### src/rtl/id_ex_stage.sv
`default_nettype none
// ============================================================================
// Module      : id_ex_stage
// Description : ID/EX pipeline register with ALU-control decode, EX-stage
//               operand forwarding from EX/MEM and MEM/WB, operand-B select,
//               destination select and load-use hazard detection.
// Revision    : 1.0 - initial release
// ============================================================================
module id_ex_stage (
    input  logic        clk,
    input  logic        rst_n,
    input  logic        stall,
    input  logic        flush,
    input  logic [1:0]  id_alu_op,
    input  logic [5:0]  id_funct,
    input  logic [4:0]  id_shamt,
    input  logic [31:0] id_rs_data,
    input  logic [31:0] id_rt_data,
    input  logic [31:0] id_imm,
    input  logic [14:0] id_regs,
    input  logic [5:0]  id_ctrl,
    input  logic        exmem_reg_write,
    input  logic [4:0]  exmem_rd,
    input  logic [31:0] exmem_res,
    input  logic        memwb_reg_write,
    input  logic [4:0]  memwb_rd,
    input  logic [31:0] memwb_data,
    output logic [2:0]  ALU_Ctr,
    output logic [31:0] A,
    output logic [31:0] B,
    output logic [4:0]  shamt,
    output logic [3:0]  ex_mem_ctrl,
    output logic [31:0] ex_store_data,
    output logic [4:0]  ex_dst_reg,
    output logic        load_use_stall
);

    // ALU operation encodings
    localparam logic [2:0] c_alu_and = 3'b000;
    localparam logic [2:0] c_alu_or  = 3'b001;
    localparam logic [2:0] c_alu_add = 3'b010;
    localparam logic [2:0] c_alu_nor = 3'b011;
    localparam logic [2:0] c_alu_srl = 3'b100;
    localparam logic [2:0] c_alu_sll = 3'b101;
    localparam logic [2:0] c_alu_sub = 3'b110;
    localparam logic [2:0] c_alu_slt = 3'b111;

    // Control-vector bit positions: {reg_write, mem_to_reg, mem_read, mem_write, reg_dst, alu_src}
    localparam int c_ctrl_mem_read = 3;
    localparam int c_ctrl_reg_dst  = 1;
    localparam int c_ctrl_alu_src  = 0;

    // Stage register fields
    logic [2:0]  r_alu_ctr;
    logic [4:0]  r_shamt;
    logic [31:0] r_rs_data;
    logic [31:0] r_rt_data;
    logic [31:0] r_imm;
    logic [4:0]  r_rs;
    logic [4:0]  r_rt;
    logic [4:0]  r_rd;
    logic [5:0]  r_ctrl;

    logic [2:0]  w_alu_ctr;
    logic [4:0]  w_id_rs;
    logic [4:0]  w_id_rt;
    logic [4:0]  w_id_rd;
    logic [31:0] w_fwd_a;
    logic [31:0] w_fwd_b;
    logic        w_load_use;

    assign w_id_rs = id_regs[14:10];
    assign w_id_rt = id_regs[9:5];
    assign w_id_rd = id_regs[4:0];

    // Decode ALUOp/funct of the ID instruction into the ALU operation
    always_comb begin
        w_alu_ctr = c_alu_add;
        case (id_alu_op)
            2'b00: w_alu_ctr = c_alu_add;
            2'b01: w_alu_ctr = c_alu_sub;
            2'b11: w_alu_ctr = c_alu_or;
            default: begin
                case (id_funct)
                    6'b100000: w_alu_ctr = c_alu_add;
                    6'b100010: w_alu_ctr = c_alu_sub;
                    6'b100100: w_alu_ctr = c_alu_and;
                    6'b100101: w_alu_ctr = c_alu_or;
                    6'b100111: w_alu_ctr = c_alu_nor;
                    6'b101010: w_alu_ctr = c_alu_slt;
                    6'b000000: w_alu_ctr = c_alu_sll;
                    6'b000010: w_alu_ctr = c_alu_srl;
                    default:   w_alu_ctr = c_alu_add;
                endcase
            end
        endcase
    end

    // A load in EX whose target is read by the ID instruction must wait a cycle;
    // a flush squashes the ID instruction so no wait is needed then.
    assign w_load_use = r_ctrl[c_ctrl_mem_read] && (r_rt != 5'd0) &&
                        ((r_rt == w_id_rs) || (r_rt == w_id_rt)) && !flush;
    assign load_use_stall = w_load_use;

    // Stage register: reset > flush > stall > load-use bubble > load
    always_ff @(posedge clk or negedge rst_n) begin
        if (!rst_n) begin
            r_alu_ctr <= 3'd0;
            r_shamt   <= 5'd0;
            r_rs_data <= 32'd0;
            r_rt_data <= 32'd0;
            r_imm     <= 32'd0;
            r_rs      <= 5'd0;
            r_rt      <= 5'd0;
            r_rd      <= 5'd0;
            r_ctrl    <= 6'd0;
        end else if (flush || (!stall && w_load_use)) begin
            r_alu_ctr <= 3'd0;
            r_shamt   <= 5'd0;
            r_rs_data <= 32'd0;
            r_rt_data <= 32'd0;
            r_imm     <= 32'd0;
            r_rs      <= 5'd0;
            r_rt      <= 5'd0;
            r_rd      <= 5'd0;
            r_ctrl    <= 6'd0;
        end else if (!stall) begin
            r_alu_ctr <= w_alu_ctr;
            r_shamt   <= id_shamt;
            r_rs_data <= id_rs_data;
            r_rt_data <= id_rt_data;
            r_imm     <= id_imm;
            r_rs      <= w_id_rs;
            r_rt      <= w_id_rt;
            r_rd      <= w_id_rd;
            r_ctrl    <= id_ctrl;
        end
    end

    // Operand forwarding; the younger EX/MEM result takes precedence over MEM/WB
    always_comb begin
        w_fwd_a = r_rs_data;
        if (exmem_reg_write && (exmem_rd != 5'd0) && (exmem_rd == r_rs)) begin
            w_fwd_a = exmem_res;
        end else if (memwb_reg_write && (memwb_rd != 5'd0) && (memwb_rd == r_rs)) begin
            w_fwd_a = memwb_data;
        end

        w_fwd_b = r_rt_data;
        if (exmem_reg_write && (exmem_rd != 5'd0) && (exmem_rd == r_rt)) begin
            w_fwd_b = exmem_res;
        end else if (memwb_reg_write && (memwb_rd != 5'd0) && (memwb_rd == r_rt)) begin
            w_fwd_b = memwb_data;
        end
    end

    assign ALU_Ctr       = r_alu_ctr;
    assign A             = w_fwd_a;
    assign B             = r_ctrl[c_ctrl_alu_src] ? r_imm : w_fwd_b;
    assign shamt         = r_shamt;
    assign ex_mem_ctrl   = r_ctrl[5:2];
    assign ex_store_data = w_fwd_b;
    assign ex_dst_reg    = r_ctrl[c_ctrl_reg_dst] ? r_rd : r_rt;

endmodule
`default_nettype wire

### config.mk
export PLATFORM = sky130hd
export DESIGN_NAME = id_ex_stage
export DESIGN_NICKNAME = d
export VERILOG_FILES = /design/src/rtl/id_ex_stage.sv
export SDC_FILE = /design/constraint.sdc
export NUM_CORES = 1
export LEC_CHECK = 0
export ABC_CLOCK_PERIOD_IN_PS = 4050
export BUFFER_PORTS_ARGS = -buffer_cell sky130_fd_sc_hd__buf_2
export CORE_MARGIN = 5
export CORE_UTILIZATION = 49
export DETAILED_ROUTE_END_ITERATION = 6
export HOLD_SLACK_MARGIN = 0.03
export MAX_ROUTING_LAYER = met4
export PLACE_DENSITY = 0.91
export SETUP_SLACK_MARGIN = 0.05
export SYNTH_ARGS = -nofsm -noshare
export SYNTH_HDL_FRONTEND = slang
export SYNTH_SLANG_ARGS = --single-unit
### constraint.sdc
create_clock -name clk -period 4.05 [get_ports clk]
set_input_delay 1.0125 -clock clk [delete_from_list [all_inputs] [get_ports clk]]
set_output_delay 1.0125 -clock clk [all_outputs]
set_load 0.01 [all_outputs]
# Yosys cells after proc, flatten, opt, wreduce, memory -nomap -nowiden
# Cells that the tools add are included.
word_totals:
  output_inout_bits: 114
  wordCells: 69
  in_bits: 210
  register_bits: 125
op_classes:
  n_mux: 26
  n_eq_ne: 15
  reduce_logical: 19
op_table:
  columns: ["operator", "count"]
  rows:
  - ["32-bit two-way mux", 11]
  - ["5-bit two-way mux", 9]
  - ["5-bit == test", 6]
  - ["6-bit == test, second input constant", 5]
  - ["3-bit case mux with 7 select lines", 1]
  - ["5-bit nonzero test", 3]
  - ["6-bit two-way mux", 2]
  - ["1-bit logical AND", 10]
  - ["3-bit case mux with 3 select lines", 1]
  - ["6-bit by 2-bit == test with 1-bit output, second input constant", 1]
  - ["6-bit logical NOT", 1]
  - ["3-bit two-way mux", 2]
  - ["2-bit by 1-bit == test with 1-bit output, second input constant", 1]
  - ["2-bit == test, second input constant", 1]
  - ["1-bit logical NOT", 2]
  - ["2-bit logical NOT", 1]
  - ["1-bit logical OR", 2]
  - ["2-bit by 1-bit inequality test with 1-bit output, second input constant", 1]

# Longest topological paths before layout
# Gate-level depths: netlist (run 1).
logic_depth:
  word_depth: 7
  mapped_depth: 8
  ltp_nobuf: 6

# Worst setup path before layout (run 1)
# Ideal clock, no wire load.
synth_timing:
  path_kind: "input to output"
  startpoint: "in exmem_rd[1]"
  endpoint: "out B[30]"
  path_slack_ns: 0.349
  arrival_time_ns: 2.689
  cell_stages: 6
  t_required_ns: 3.038
  n_path_buf: 1
  path_cell_list: "or4_1 -> o211ai_2 -> clkbuf_1 -> nor3_1 -> a31oi_1 -> mux2_2"
synth_between:
  elab_chain_len: 5
  word_cells_on_any_way: 6
  cone_classes: "1 x eq/ne; 2 x mux; 3 x reduce/logical"
synth_rtl:
  columns: ["element", "line", "text"]
  rows:
  - ["start: declaration", "23", "input logic [4:0] exmem_rd,"]
  - ["5-bit nonzero test", "150", "if (exmem_reg_write && (exmem_rd != 5'd0) && (exmem_rd == r_rt)) begin"]
  - ["1-bit logical AND", "150", null]
  - ["1-bit logical AND (*)", "150", null]
  - ["32-bit two-way mux (*)", "150", null]
  - ["named net ex_store_data[30]", "33", "output logic [31:0] ex_store_data,"]
  - ["32-bit two-way mux (*)", "159", "assign B = r_ctrl[c_ctrl_alu_src] ? r_imm : w_fwd_b;"]
  - ["end: declaration", "30", "output logic [31:0] B,"]
# The timed path passes the listed nets; every way through them passes the cells marked *.

# Worst setup path in the final report (run 1)
layout_timing:
  startpoint: "in exmem_rd[1]"
  endpoint: "out B[3]"
layout_between:
  elab_chain_len: 5
  word_cells_on_any_way: 6
  cone_classes: "1 x eq/ne; 2 x mux; 3 x reduce/logical"
layout_rtl:
  columns: ["element", "line"]
  rows:
  - ["5-bit nonzero test", "150"]
  - ["1-bit logical AND", "150"]
  - ["1-bit logical AND (*)", "150"]
  - ["32-bit two-way mux (*)", "150"]
  - ["32-bit two-way mux (*)", "159"]
# Every way passes the cells marked *; elsewhere a longest branch is shown, timed or not.

==> results.toml, run 1 <==
[yosys]
synth_compound_area_frac = 0.268
synth_cells = 776
async_flop_share = 1.00
synth.distinct_cells = 42
syn_nets = 986
yosysTopAreaCell = "dfrtp_1"
yosysMostFrequentCell = "dfrtp_1"
synthMuxAreaShare = 0.0954
synth_edf_count = 0
syn_avg_cell_area_sq_um = 9.95
ys_warn_count = 0
ys_seq_area_frac = 0.405
post-synth-top-area-fraction = 0.405
synthAdderAreaFrac = 0
ys_top_cells_by_area = "dfrtp_1 (40%), a32o_1 (15%), mux2_2 (5.4%)"
synth_top_family_by_area = "compound AO/OA/AOI/OAI gates"
synth_xor_xnor_area_share = 0.0340
ys_ff_latch = 125
synth_area_sq_um = 7720
ys.flop_type = "dfrtp_1"
synthTopCellsByCount = "dfrtp_1 (125), a32o_1 (115), clkbuf_1 (71)"
synth-simple-area-share = 0.131

[sta]
fin_ws_ns = 0.126
rsz0062_at_grt = "no"
slew_viol_final = 0
slew_headroom = 0.437
fin_skew_ns = 0.00975
period_share = 0.969
tightest_slew_ns = 0.842
holdWs_ns = 0.490
fmax_ghz = 0.255
hold_violations = 0
setup_viol = 0
finalSetupTns_ns = 0
period_minus_slack_ns = 3.92

[setup_path]
crit_buf_inv = 3
worstReg2RegEnd = "r_imm[1]"
startpoint_type = "input pin"
reg2reg_depth = 7
path_delay_family = "simple AND/OR/NAND/NOR gates"
max_stage_delay_ns = 0.59
worstPathRequired_ns = 3.04
slowest_stage = "or4_1"
rrSetupSlack_ns = 1.04
critPathCaptureType = "primary output"
critPathKind = "input pin to primary output"
cp_common_cell = "buf_2"
critPathMaxFanout = 16
crit_chain = "buf_2, or4_1, o211ai_4, or2_4, clkbuf_16, a31oi_1, mux2_2, buf_2"
timing.rr.start = "r_rt[1]"
worst_ep_arrival_time_ns = 2.91

[floorplanning]
row_count = 46
die_w_um = 136
core-area_sq_um = 15700
start_util = 0.493
top_level_ports = 324
dieArea_sq_um = 18400
dieHeight_um = 136

[cells_and_area]
area_growth_pct = 31.9
fin_cells = 1274
layout-drive-gt1-share = 0.440
nFillCells = 1227
multiInputGateArea_sq_um = 4180
final_area_sq_um = 10200
regArea_sq_um = 3130
final_util = 0.651
fin_nets = 1253

[detailed_routing]
firstDrtPassIters = 6
avgRoutedWirePerCell_um = 23.2
met3_length_um = 3430
drcViolationCount = 0
drt_iter0_markers = 968
wirelength_um = 29600
highest_layer = "met4"
met2_length_um = 14300
vias_per_cell = 6.53
wl_met1_um = 10600
num_vias = 8322
drtAntennaViolNets = 0

[global_route]
grt_overflow = 0
grt_pass1_vias = 8553
antenna_found_initial = 4
grt_use_total = 0.317
grt_pass1_wl_um = 44700
grt_max_degree = 83

[power_and_ir_drop]
p_sw_frac = 0.293
powerDensity_nw_per_um2 = 355
share_comb_of_total_power = 0.217
p_sw_mw = 1.06
peakVddDrop_mv = 0.274
p_total_mw = 3.61
p_leak_nw = 4.65
p_clk_frac = 0.401
pwr-share-seq = 0.381
p_int_mw = 2.55

[cts]
clock_sinks = 125
post_cts_buffers = 0
clk_pin_slew_ns = 0.05
cts_buffers = 17
clock_path_buffers = 2
root_buffer = "clkbuf_16"
cts_tree = "built"
clkLatencyLatePin_ns = 0.42
h-tree-depth = 4
ctsHoldBuffers = 0

[placed_design]
dp_slack_ns = -0.0376
numPortBuffers = 323
place_area_sq_um = 9590
routabilityCongestion = 0.883
dp_hpwl_um = 19900
dpl.cell_count = 1239

[worst_hold_path]
hp-start = "r_rs_data[23]"
hold_path_class = "flip-flop to flip-flop"
hold_depth = 1
hold_end = "r_rs_data[23]"

[job]
cap_violations = 0

[status]
status = "completed"
## layout by cell type (no fill, tap or decap), types with 4 or more instances in the layout
master	instances
a21oi_1	33
a31oi_1	33
a32o_1	115
buf_12	9
buf_2	322
buf_4	21
clkbuf_16	18
clkbuf_8	4
dfrtp_1	125
diode_2	4
inv_1	11
mux2_2	37
mux2i_1	32
nand2_1	41
nand3_1	35
nand3b_1	5
nor2_1	34
nor3_1	35
nor4_1	33
o31ai_2	30
o41ai_1	10
xnor2_1	17
xor2_1	10
## power by group through the flow
| stage | Combinational [mW] | Clock [mW] | Sequential, mW |
|---|---|---|---|
| after floorplan | 0.414 | 0 | 1.37 |
| after global placement | 0.754 | 0 | 1.39 |
| after detailed placement | 0.770 | 0 | 1.40 |
| after CTS | 0.777 | 1.46 | 1.37 |
| after global routing | 0.837 | 1.52 | 1.38 |
| final | 0.785 | 1.45 | 1.38 |
## registers in the layout, indices dropped and copies added, names as in the netlist
name	cells
r_imm	32
r_rs_data	32
r_rt_data	32
r_ctrl	6
r_rd	5
r_rs	5
r_rt	5
shamt	5
ALU_Ctr	3
## layout make-up
cell class	count	area share
Sequential cell	125	0.307
Multi-Input combinational cell	532	0.411
Clock inverter	6	0.00602
Tap cell	216	0.0265
Clock buffer	24	0.0483
Antenna cell	4	0.000983
Timing Repair Buffer	355	0.196
Inverter	12	0.00442
## cells by family (layout without fill, tap and decap cells)
kind of cell / Yosys count / count (layout)
compound gates: 232 / 232
xor+xnor: 30 / 30
buf+inv: 119 / 397
flops: 125 / 125
mux: 69 / 69
other cells: 0 / 4
simple gates: 201 / 201
## worst reg2reg max path, cell delays in order, from the launching register on
cell     delay, ns
dfrtp_1       0.39
buf_4         0.18
or4_1         0.53
o21a_1        0.22
o21ai_4       0.07
buf_4         0.63
buf_4         0.63
a32o_1        0.29
## layer usage
metal | vias up | GRT usage
li1 | 3566 | -
met1 | 3967 | 0.366
met2 | 661 | 0.515
met3 | 128 | 0.0936
met4 | 0 | 0.139
met5 | - | -
## worst max path at each step
stage | from | end | slack [ns] | depth (start not counted)
2_1_floorplan | exmem_rd[1] | B[30] | 0.35 | 6
3_3_place_gp | memwb_rd[2] | B[31] | -0.01 | 8
3_5_place_dp | memwb_rd[2] | B[29] | -0.04 | 8
4_1_cts | exmem_rd[1] | B[23] | 0.13 | 8
5_1_grt | exmem_rd[1] | B[15] | 0.06 | 8
6_report | exmem_rd[1] | B[3] | 0.13 | 8
## what timing repair did
item / in CTS / in global routing
gates resized for setup: 2 / 1
gates cloned: 0 / 1
endpoints found under the setup margin: 22 / 8
(Power assumes the default switching activity.)
==> run 2: changes to the inputs <==
BUFFER_PORTS_ARGS = -buffer_cell sky130_fd_sc_hd__clkbuf_2   (was -buffer_cell sky130_fd_sc_hd__buf_2)
==> run 2 against run 1 <==
  * Wire length is 2.1% lower
  * Hold slack got worse by 0.0025 ns
  * Largest cell class unchanged
  * Register-to-register slack gained 0.78 ns
  * First-iteration DRC count fell by 25%
  * Largest power group unchanged
  * Fmax increased by 0.18%
  * Critical path type unchanged
  * Clock-buffer cell count is 2 lower
  * Clock skew rose by 0.0048 ns
  * Combinational power fell by 1%
==> results.toml, run 2 (synthesis gave the netlist of run 1 again) <==
[detailed_routing]
num_vias = 8259
firstDrtPassIters = 6
drcViolationCount = 0
drtAntennaViolNets = 0
avgRoutedWirePerCell_um = 22.7
vias_per_cell = 6.48
wirelength_um = 28900
drt_iter0_markers = 729

[floorplanning]
die_w_um = 136
dieArea_sq_um = 18400
top_level_ports = 324
start_util = 0.493
core-area_sq_um = 15700
row_count = 46
dieHeight_um = 136

[cells_and_area]
regArea_sq_um = 3130
multiInputGateArea_sq_um = 4180
fin_nets = 1255
most-common-layout-cells = "clkbuf_2 (322), dfrtp_1 (125), a32o_1 (115), nand2_1 (41), mux2_2 (37)"
layout-drive-gt1-share = 0.441
nFillCells = 1245
top_regs = "r_imm: 32 flops, r_rs_data: 32 flops, r_rt_data: 32 flops"
final_common_cell = "clkbuf_2"
area_growth_pct = 31.9

[sta]
tightest_slew_ns = 0.993
slew_viol_final = 0
rsz0062_at_grt = "no"
setup_viol = 0
hold_violations = 0
fmax_ghz = 0.255
fin_skew_ns = 0.0146
fin_ws_ns = 0.133
period_minus_slack_ns = 3.92
period_share = 0.967
holdWs_ns = 0.488
slew_headroom = 0.338

[power_and_ir_drop]
powerDensity_nw_per_um2 = 356
p_leak_nw = 4.64
p_total_mw = 3.63
peakVddDrop_mv = 0.251
p_clk_frac = 0.406
p_sw_mw = 1.05
p_int_mw = 2.58
p_sw_frac = 0.290
share_comb_of_total_power = 0.214
pwr-share-seq = 0.380

[setup_path]
worstPathRequired_ns = 3.04
worstReg2RegEnd = "r_rt_data[19]"
crit_cells = 9
reg2reg_depth = 5
cp_common_cell = "clkbuf_2"
crit_chain = "clkbuf_2, buf_4, nor3_1, and2_2, buf_12, o31ai_2, a31oi_1, mux2_2, clkbuf_2"
rrSetupSlack_ns = 1.82
critPathMaxFanout = 32
timing.rr.start = "r_rt[3]"
startpoint_type = "input pin"
max_stage_delay_ns = 0.30
path_delay_family = "buffers and inverters"
critPathCaptureType = "primary output"
critPathKind = "input pin to primary output"
worst_ep_arrival_time_ns = 2.90
slowest_stage = "nor3_1"
cp-startpoint = "memwb_rd[0]"
crit_buf_inv = 4

[global_route]
antenna_found_initial = 2
grt_use_total = 0.314
grt_pass1_vias = 8461
grt_overflow = 0
grt_pass1_wl_um = 44000
grt_max_degree = 116

[cts]
clock_sinks = 125
ctsHoldBuffers = 0
clock_path_buffers = 2
h-tree-depth = 4
clk_pin_slew_ns = 0.06
clkLatencyLatePin_ns = 0.42
cts_buffers = 17
root_buffer = "clkbuf_16"
post_cts_buffers = 0
cts_tree = "built"

[placed_design]
routabilityCongestion = 0.897
dp_slack_ns = -0.0223
dp_hpwl_um = 19500
numPortBuffers = 323

[status]
status = "completed"

[worst_hold_path]
hold_depth = 1
hold_path_class = "flip-flop to flip-flop"
hold_end = "r_imm[12]"
hp-start = "r_imm[12]"

[job]
cap_violations = 0
[run 2: cell types whose count changed in the layout (fill, tap and decap cells not counted), sizes merged]
cell / change
buf: -320
bufinv: +1
clkinv: +1
clkbuf: +320
diode: -2
[run 2: worst max path at each step]
stage          slack, ns     to
5_1_grt             0.08  B[20]
4_1_cts             0.15  B[14]
3_3_place_gp      -0.005  B[31]
6_report            0.13  B[28]
2_1_floorplan       0.35  B[30]
3_5_place_dp       -0.02  B[31]
[run 2: layout make-up]
type | count | area share
diodes | 2 | 0.000491
clock buffers | 22 | 0.0456
clock inverters | 8 | 0.00909
inverters | 12 | 0.00442
multi-input cells | 532 | 0.411
flip-flops and latches | 125 | 0.307
well taps | 216 | 0.0265
repair buffers | 357 | 0.196
[run 2: power groups by stage]
| stage | clock network [mW] | logic, mW | registers (mW) |
|---|---|---|---|
| after floorplan | 0 | 0.414 | 1.37 |
| after global routing | 1.56 | 0.832 | 1.39 |
| after detailed placement | 0 | 0.765 | 1.40 |
| final | 1.47 | 0.777 | 1.38 |
| after global placement | 0 | 0.750 | 1.39 |
| after CTS | 1.50 | 0.769 | 1.38 |
[run 2: worst register-to-register path: cells and delay by family, from the launching register on]
kind	cells	cell delay [ns]
AOI/OAI and AO/OA	3	0.65
DFF	1	0.54
and+or+nand+nor	1	0.52
buffers and inverters	1	0.45
[run 2: per-layer routing]
layer  vias up  wire (um)  track usage
met1      3991      10800        0.372
met5         -          0            -
li1       3561          -            -
met3        93       3070       0.0899
met2       614      14200        0.502
met4         0        895        0.136
[run 2: what timing repair did]
action                     4_1_cts  5_1_grt
cloned                           0        1
setup endpoints to repair       21        2
pin swaps                        0        0
gates resized for setup          2        1
[run 2: metrics by stage]
stage,cell area [sq um],cells,utilization,setup TNS (ns)
2_1_floorplan,7720,776,-,0
3_3_place_gp,9590,1241,0.613,-0.00745
3_5_place_dp,9590,1241,0.613,-0.167
4_1_cts,10200,1271,0.649,0
5_1_grt,10200,1274,0.651,0
6_report,10200,1274,0.651,0
==> run 3: changes to the inputs <==
CELL_PAD_IN_SITES_DETAIL_PLACEMENT = 0   (was unset)
CELL_PAD_IN_SITES_GLOBAL_PLACEMENT = 1   (was unset)
CORE_UTILIZATION = 36   (was 49)
PLACE_DENSITY = 0.9   (was 0.91)
==> run 3 against run 2 <==
  * Clock-buffer cell count decreased by 3
  * Hold slack got worse by 0.0017 ns
  * First-iteration DRC count is 11% higher
  * Flip-flop and latch count unchanged
  * Core utilization is 16 points lower
  * Final cell count grew 4.9%
  * Combinational power up 0.5%
  * Critical path depth decreased by 1
  * Sequential share of layout area decreased by 0.55 points
  * Worst setup slack better by 0.014 ns
  * Fmax is 0.35% higher
  * Non-clock buffer count is 1 higher
  * Critical path type unchanged
  * Highest routed layer unchanged
==> results.toml, run 3 (synthesis gave the netlist of run 1 again) <==
[cts]
h-tree-depth = 4
clock_path_buffers = 2
root_buffer = "clkbuf_16"
clock_sinks = 125
cts_buffers = 17
cts_tree = "built"
clkLatencyLatePin_ns = 0.41
clk_pin_slew_ns = 0.06
ctsHoldBuffers = 0

[sta]
slew_viol_final = 0
period_minus_slack_ns = 3.90
tightest_slew_ns = 0.937
fmax_ghz = 0.256
slew_headroom = 0.375
fin_skew_ns = 0.0119
setup_viol = 0
period_share = 0.964
hold_violations = 0
finalSetupTns_ns = 0
rsz0062_at_grt = "no"
fin_ws_ns = 0.147

[detailed_routing]
drtAntennaViolNets = 0
num_vias = 8010
vias_per_cell = 6.00
firstDrtPassIters = 5
drt_iter0_markers = 810
avgRoutedWirePerCell_um = 22.6
wirelength_um = 30200
drcViolationCount = 0

[placed_design]
dp_hpwl_um = 21000
dpl.cell_count = 1301
routabilityCongestion = 0.879
place_area_sq_um = 9700
numPortBuffers = 323
dp_slack_ns = -0.0822

[floorplanning]
dieHeight_um = 156
dieArea_sq_um = 24500
row_count = 53
start_util = 0.366
die_w_um = 156
top_level_ports = 324
core-area_sq_um = 21100

[global_route]
grt_overflow = 0
antenna_found_initial = 2
grt_pass1_wl_um = 45700
grt_pass1_vias = 7994
grt_use_total = 0.245
grt_max_degree = 116

[setup_path]
critPathKind = "input pin to primary output"
critPathCaptureType = "primary output"
worstPathRequired_ns = 3.04
critPathMaxFanout = 19
startpoint_type = "input pin"
worst_ep_arrival_time_ns = 2.89

[cells_and_area]
nFillCells = 2026
final_area_sq_um = 10400
multiInputGateArea_sq_um = 4200
most-common-layout-cells = "clkbuf_2 (322), dfrtp_1 (124), a32o_1 (115), nand2_1 (41), mux2_2 (37)"
fin_cells = 1336
layout-drive-gt1-share = 0.449
fin_nets = 1256
regArea_sq_um = 3130
final_common_cell = "clkbuf_2"
final_util = 0.492
area_growth_pct = 34.3
top_regs = "r_imm: 32 flops, r_rs_data: 32 flops, r_rt_data: 32 flops"

[status]
status = "completed"

[power_and_ir_drop]
p_leak_nw = 4.68
powerDensity_nw_per_um2 = 364
peakVddDrop_mv = 0.249

[job]
cap_violations = 0

[worst_hold_path]
hold_path_class = "flip-flop to flip-flop"
run 3: area by class of cell:
class / instances / share of cell area
antenna: 2 / 0.000482
inverter: 12 / 0.00434
sequential: 125 / 0.302
tap: 275 / 0.0332
clock buffer: 19 / 0.0437
clock inverter: 13 / 0.0158
multi-input combinational: 532 / 0.405
timing repair buffer: 358 / 0.196
run 3: what timing repair did:
item,CTS,global route
pin swaps,0,1
cloned,0,0
endpoints found under the setup margin,32,22
setup buffers,0,1
gates resized for setup,5,7
run 3: worst paths after layout:
kind	startpoint	end	slack, ns	cells after the start
hold / removal	r_imm[13]	r_imm[13]	0.49	1
hold reg to reg	r_imm[13]	r_imm[13]	0.49	1
setup / recovery	exmem_rd[1]	B[28]	0.15	8
min in group asynchronous	rst_n	r_imm[8]	0.56	1
max in group asynchronous	rst_n	r_ctrl[5]	2.68	2
setup reg to reg	r_rt[1]	r_imm[19]	1.77	5
run 3: power breakdown:
group	switching [mW]	total, mW	internal, mW
Clock	0.608	1.61	1.01
Combinational	0.442	0.781	0.339
Sequential	0.0650	1.38	1.32
run 3: stage by stage:
stage	power [mW]	hold WS, ns
2_1_floorplan	1.79	0.460
3_3_place_gp	2.17	0.468
3_5_place_dp	2.18	0.478
4_1_cts	3.80	0.493
5_1_grt	3.94	0.497
6_report	3.78	0.486
run 3: routing by layer:
layer / vias up / wire length, um / global-route usage / part of all wire
met3: 41 / 2750 / 0.0586 / 0.091
met2: 439 / 14500 / 0.389 / 0.48
met4: 0 / 546 / 0.0616 / 0.018
li1: 3590 / - / - / -
met1: 3940 / 12400 / 0.317 / 0.41
met5: - / 0 / - / 0
run 3: worst max-delay path: stages:
cell	delay (ns)
clkbuf_2	0.12
or4_4	0.57
o211ai_4	0.26
or2_4	0.19
buf_12	0.16
a31oi_1	0.15
mux2_2	0.30
clkbuf_2	0.13
